`config.mk`:
```
export PLATFORM = sky130hd
export DESIGN_NAME = pc_fetch_unit
export DESIGN_NICKNAME = d
export VERILOG_FILES = /design/src/rtl/fetch_pkg.sv /design/src/rtl/pc_next_sel.sv /design/src/rtl/pc_fetch_unit.sv
export SDC_FILE = /design/constraint.sdc
export NUM_CORES = 1
export LEC_CHECK = 0
export ABC_AREA = 1
export CORE_ASPECT_RATIO = 0.5
export CORE_MARGIN = 1.5
export CORE_UTILIZATION = 49
export CTS_BUF_LIST = sky130_fd_sc_hd__clkbuf_4
export DETAILED_ROUTE_END_ITERATION = 10
export PLACE_DENSITY_LB_ADDON = 0.1
export SYNTH_ARGS = -nofsm -noshare
export SYNTH_HDL_FRONTEND = slang
export SYNTH_HIERARCHICAL = 1
export SYNTH_SLANG_ARGS = --single-unit
```
`constraint.sdc`:
```
create_clock -name clk -period 8.25 [get_ports clk]
set_clock_uncertainty 0.1 [all_clocks]
set_input_delay 1.2375 -clock clk [delete_from_list [all_inputs] [get_ports clk]]
set_output_delay 1.2375 -clock clk [all_outputs]
set_load 0.05 [all_outputs]
```
`src/rtl/fetch_pkg.sv`:
```
// Shared types and constants for the program-counter / fetch stage.
package fetch_pkg;

  typedef enum logic [1:0] {
    BOOT   = 2'd0,
    RUN    = 2'd1,
    HALTED = 2'd2,
    FAULT  = 2'd3
  } fetch_state_t;

  typedef enum logic [1:0] {
    CAUSE_NONE         = 2'd0,
    CAUSE_MISALIGNED   = 2'd1,
    CAUSE_OUT_OF_RANGE = 2'd2
  } fault_cause_t;

  localparam logic [31:0] NOP_INSTR_DEFAULT = 32'h0000_0013;

endpackage

```
`src/rtl/pc_next_sel.sv`:
```
// Next-PC priority mux (jump > branch > sequential) with fetch-target trap detection.
module pc_next_sel
  import fetch_pkg::*;
#(
  parameter int unsigned IMEM_WORDS = 128
) (
  input  logic [31:0] pc,
  input  logic        branch_taken,
  input  logic [31:0] branch_target,
  input  logic        jump_taken,
  input  logic [31:0] jump_target,
  output logic [31:0] next_pc,
  output logic        trap,
  output logic [1:0]  cause
);

  // Compare in 33 bits so the byte limit itself can never overflow.
  localparam logic [32:0] LIMIT = 33'(IMEM_WORDS) * 33'd4;

  always_comb begin
    next_pc = pc + 32'd4;
    trap    = 1'b0;
    cause   = CAUSE_NONE;
    if (jump_taken) begin
      next_pc = jump_target;
    end else if (branch_taken) begin
      next_pc = branch_target;
    end
    if (next_pc[1:0] != 2'b00) begin
      trap  = 1'b1;
      cause = CAUSE_MISALIGNED;
    end else if ({1'b0, next_pc} >= LIMIT) begin
      trap  = 1'b1;
      cause = CAUSE_OUT_OF_RANGE;
    end
  end

endmodule

```
`src/rtl/pc_fetch_unit.sv`:
```
// Program counter, fetch FSM and trap bookkeeping; drives instraddr into InstructionMem.
module pc_fetch_unit
  import fetch_pkg::*;
#(
  parameter logic [31:0] RESET_VECTOR = 32'h0000_0000,
  parameter int unsigned IMEM_WORDS   = 128,
  parameter logic [31:0] NOP_INSTR    = NOP_INSTR_DEFAULT
) (
  input  logic        clk,
  input  logic        reset,
  input  logic        stall,
  input  logic        branch_taken,
  input  logic [31:0] branch_target,
  input  logic        jump_taken,
  input  logic [31:0] jump_target,
  input  logic        halt_req,
  output logic [31:0] instraddr,
  input  logic [31:0] instruction,
  output logic [31:0] instr_out,
  output logic        instr_valid,
  output logic [31:0] pc_out,
  output logic [31:0] pc_plus4,
  output logic        fault,
  output logic [1:0]  fault_cause,
  output logic [31:0] fault_pc,
  output logic [31:0] fetch_count
);

  fetch_state_t state_q, state_d;
  fault_cause_t cause_q, cause_d;
  logic [31:0]  pc_q, pc_d;
  logic [31:0]  fault_pc_q, fault_pc_d;
  logic [31:0]  count_q, count_d;
  logic         fault_q, fault_d;

  logic [31:0]  sel_pc;
  logic         sel_trap;
  logic [1:0]   sel_cause;

  pc_next_sel #(
    .IMEM_WORDS (IMEM_WORDS)
  ) u_next_sel (
    .pc            (pc_q),
    .branch_taken  (branch_taken),
    .branch_target (branch_target),
    .jump_taken    (jump_taken),
    .jump_target   (jump_target),
    .next_pc       (sel_pc),
    .trap          (sel_trap),
    .cause         (sel_cause)
  );

  always_ff @(posedge clk) begin
    if (reset) begin
      state_q    <= BOOT;
      pc_q       <= RESET_VECTOR;
      fault_q    <= 1'b0;
      cause_q    <= CAUSE_NONE;
      fault_pc_q <= '0;
      count_q    <= '0;
    end else begin
      state_q    <= state_d;
      pc_q       <= pc_d;
      fault_q    <= fault_d;
      cause_q    <= cause_d;
      fault_pc_q <= fault_pc_d;
      count_q    <= count_d;
    end
  end

  // The instruction at pc is accepted in any unstalled RUN cycle, including
  // the one that traps or halts; only the PC update is suppressed then.
  always_comb begin
    state_d    = state_q;
    pc_d       = pc_q;
    fault_d    = fault_q;
    cause_d    = cause_q;
    fault_pc_d = fault_pc_q;
    count_d    = count_q;
    unique case (state_q)
      BOOT: state_d = RUN;
      RUN: begin
        if (!stall) begin
          count_d = count_q + 32'd1;
          if (sel_trap) begin
            state_d    = FAULT;
            fault_d    = 1'b1;
            cause_d    = fault_cause_t'(sel_cause);
            fault_pc_d = pc_q;
          end else if (halt_req) begin
            state_d = HALTED;
          end else begin
            pc_d = sel_pc;
          end
        end
      end
      HALTED: state_d = HALTED;
      FAULT:  state_d = FAULT;
      default: state_d = BOOT;
    endcase
  end

  assign instraddr   = pc_q;
  assign pc_out      = pc_q;
  assign pc_plus4    = pc_q + 32'd4;
  assign instr_valid = (state_q == RUN);
  assign instr_out   = instr_valid ? instruction : NOP_INSTR;
  assign fault       = fault_q;
  assign fault_cause = cause_q;
  assign fault_pc    = fault_pc_q;
  assign fetch_count = count_q;

endmodule
```
==> out/results.txt <==
The later pin in the worst-skew pair is clocked with a latency of 0.50 ns. Hold is met by 0.403 ns. Power comes to 1090 uW.

The number of sinks handled by clock tree synthesis was 101. For the overall via count from detail_route, the log shows 8,856. The proportion of power drawn by flip-flops and latches was 47.0%. Global-route wire length before repair: 40.8 mm. The master cell of the clock root buffer is sky130_fd_sc_hd__clkbuf_4. The logs give 3 for the H-tree level count and 41.5% for the worst-case headroom to the max-slew limit. Buffers placed on the I/O ports in this run total 297. The smallest clock period supported by the final layout is computed as 5.37 ns. The floorplan row count is 31. The sequential standard cell area is 2020 sq um, and the number of diodes added for antenna fixing is 0. The sequential fraction of the synthesis area was 27.6%; the net switching power was 374 uW. The final design instance area without fill is 10,300 sq um. The fraction of post-synthesis cell area in the top cell type by area was 27.6%. The region available for standard cell placement spans 14,500 sq um. The run gives 0 as the final-report hold violation count.

The maximum number of pins on one net before global-route repair came out at 93. Of the available clock period, the critical path in the final layout requires 65.1%. Of all nets on the critical path, the largest fanout is 46. The number of maximum-capacitance constraint violations was 0.

After synthesis, the share of flip-flops with an asynchronous set or reset is 0%. The number of nets handed over by synthesis was 1,336. Averaged over all synthesized cells, the footprint is 5.96 sq um. The placed instances occupy a cell area of 10,100 sq um. Data arrives at the worst endpoint at 5.69 ns. Yosys printed 6 warnings. Synthesis instantiated 45 different standard cells from the library.

After routing, the total negative slack on setup checks comes to 0 ns. The final layout contains 1,573 nets. The total detailed-routing wirelength is 27.1 mm.

The I/O pin total came out at 298. For the sum of net half-perimeters after detailed placement, the log shows 20.2 mm. Among all stages on the critical path, the largest delay is contributed by sky130_fd_sc_hd__clkdlybuf4s50_1. The worst setup path is of the input pin to flop kind. The min-delay analysis places its worst path in the category flop to flop.

TritonCTS built the clock tree. The critical path goes through clkdlybuf4s50_1, clkinv_1, buf_4, nor2_1, nor2_1, a21boi_0, nand4_1, nor2_1, nand3b_1, inv_1, nand3_4, inv_2, nor2_1, nor2_1. In the global route stage, overall resource usage came out at 33.1%. Of the total power, combinational logic draws 26.2%. Relative to the synthesized area, the layout overhead comes to 39.8%. Top achievable clock speed: 186 MHz. The floorplan step defined a die boundary enclosing 15,800 sq um. The number of global-route vias before repair was 8,030; the number of enable-type register cells in the synthesized netlist was 0. Launch point of the worst path: branch_taken. The average routed wire per standard cell is 16.2 microns.

The tools report the end of the worst register-to-register path as fault_pc[15]. The area used by multi-input combinational logic came out at 4270 sq um. Dividing total power by cell area gives a power density of 106 nW/um^2. The analysis attributes to cell leakage a power of 0.00405 uW. In this run, CTS created clock tree buffers numbering 9.

No sink is reached through more buffers than the 2 on the longest clock path. The tools report the endpoint of the most critical setup path as instraddr[17]. The filler cell count in the final layout is 1,236.

In this run the remaining antenna-violating nets after routing total 0. The slew at the pin closest to its max-slew limit works out to 0.876 ns. STA classifies the critical path startpoint as an input pin. Setup violations remaining at the end of the flow were counted as 0. Number of gates given a new drive strength after cts: 0. The tools report the critical path capture point type as a flop. The critical path contains buffers and inverters numbering 5 combined. The tools report the reg-to-reg critical path startpoint as instraddr[9]. Sorting the synthesized cells by area gives the leading types as sky130_fd_sc_hd__dfxtp_1, sky130_fd_sc_hd__nor2_1, sky130_fd_sc_hd__nand2_1.

The congestion estimate from routability-driven global placement came to 0.990. The run finished with clean final reports. The cell with the most instances on the worst path was sky130_fd_sc_hd__nor2_1. The cell area after technology mapping came out at 7330 sq um.

The synthesized instance count was 1,231. The most used flip-flop cell after synthesis is sky130_fd_sc_hd__dfxtp_1. The die span in x is 176 microns, and the vias per cell is 5.30. From bottom edge to top edge, the die measures 89.5 microns.

Internal power comes to 712 uW. Number of gates on the worst path with buffers counted: 14. The biggest cell delay along the critical path was 0.81 ns.

After synthesis, the most frequently instantiated cells are sky130_fd_sc_hd__nor2_1, sky130_fd_sc_hd__nand2_1, sky130_fd_sc_hd__inv_1, sky130_fd_sc_hd__dfxtp_1, sky130_fd_sc_hd__nand3_1. For this run, design rule violations remaining after detail routing come to 0. The final-report max-slew violation count was 0. The most area-hungry cell type in the Yosys netlist is sky130_fd_sc_hd__dfxtp_1. The worst-case IR drop observed on VDD is 0.0786 mV.

The worst register-to-register path has a depth of 15. Data on the critical path is required at its endpoint by 8.57 ns. Setup repair after global routing left no endpoint under its margin. Across all register-to-register paths, the minimum setup slack is 3.99 ns. Cells fill 70.5% of the core in the end. The first detailed-routing pass ran for 7 iterations.

Among cell families on the critical path, the largest total delay comes from buffers and inverters. After synthesis the netlist holds a flip-flop and latch count of 101. In the final layout, the share of cells above drive strength 1 is 4.96%. The run gives 806 as the DRC violation total after the first TritonRoute iteration.

After global routing the overflow that remains totals 0. Clock-pin slew was measured on the worst setup and hold paths at 0.19 ns. The switching share of power was 34.4%.

The tools report the post-CTS repair timing setup buffer count as 0. The most frequent cell after synthesis was sky130_fd_sc_hd__nor2_1. The number of buffers added to fix hold violations after cts is 0, and the initial standard-cell utilization of the core is 50.4%.

The share of total power in the clock network is 26.8%. The number of antenna violations at the first check in global routing came out at 0.
## flip-flops by register name, summed over array words and instances (netlist names)
name,count
fault,1
fault_cause,2
fault_pc,32
fetch_count,32
instraddr,32
state_q,2
## metal layers
metal | routed length, microns | up-vias | track usage, % | share of wire [%]
met5 | 0 | - | 0 | 0
met4 | 606 | 0 | 11.8 | 2.2
met3 | 2680 | 58 | 7.06 | 9.9
met2 | 12700 | 480 | 56.7 | 47
met1 | 11100 | 4004 | 41.7 | 41
li1 | - | 4314 | - | -
## worst min-delay path: stages, from the launching register on
cell and delay, ns:
sky130_fd_sc_hd__dfxtp_1 0.35, sky130_fd_sc_hd__nor2_1 0.10, sky130_fd_sc_hd__nor2_1 0.04
## power by group through the flow
stage	Combinational [uW]	Clock, uW	Sequential, uW
after floorplan	125	0	563
after global placement	279	0	520
after detailed placement	282	0	521
after CTS	283	292	511
after global routing	303	310	513
final	285	291	511
## cell families after synthesis
logic type,count (synthesis),share of synthesized area (%)
simple gates,712,42.4
buf+inv,223,14.2
compound gates,164,11.9
flops,101,27.6
xor+xnor,28,3.34
fa+ha+maj,3,0.512
## layout make-up
type / instances / share of cell area, %
clock inverters: 7 / 0.903
well taps: 198 / 2.42
inverters: 149 / 5.45
clock buffers: 9 / 0.659
flip-flops and latches: 101 / 19.7
multi-input cells: 907 / 41.6
repair buffers: 300 / 29.2
## metrics by stage
| stage | cells | setup WS (ns) |
|---|---|---|
| detailed placement | 1655 | 2.51 |
| global route | 1671 | 2.58 |
| CTS | 1671 | 3.03 |
| floorplan | 1231 | 4.37 |
| finish | 1671 | 2.88 |
| global placement | 1655 | 2.71 |
## worst min-delay path by stage
stage                 start            to  cells after the start
3_5_place_dp          fault         fault                      2
5_1_grt        fault_pc[21]  fault_pc[21]                      2
6_report              fault         fault                      2
3_3_place_gp          fault         fault                      2
2_1_floorplan    state_q[0]    state_q[1]                      2
4_1_cts               fault         fault                      2
## cell usage in the layout, fill, tap and decap left out, drive strengths merged
cell type,instances
xor2,23
bufinv,1
inv,150
a22oi,1
a21oi,57
nand3b,13
nand3,81
and2,4
clkbuf,9
o21a,2
and3,2
nor2,303
a31oi,1
or2,9
ha,3
clkdlybuf4s50,297
o21bai,2
o221ai,1
o21ai,88
buf,3
clkinv,5
xnor2,5
dfxtp,101
nand2,260
a21boi,9
nor3,17
o211ai,3
nor3b,1
nand4,22
Note: power is estimated with default switching activity, not from simulation.
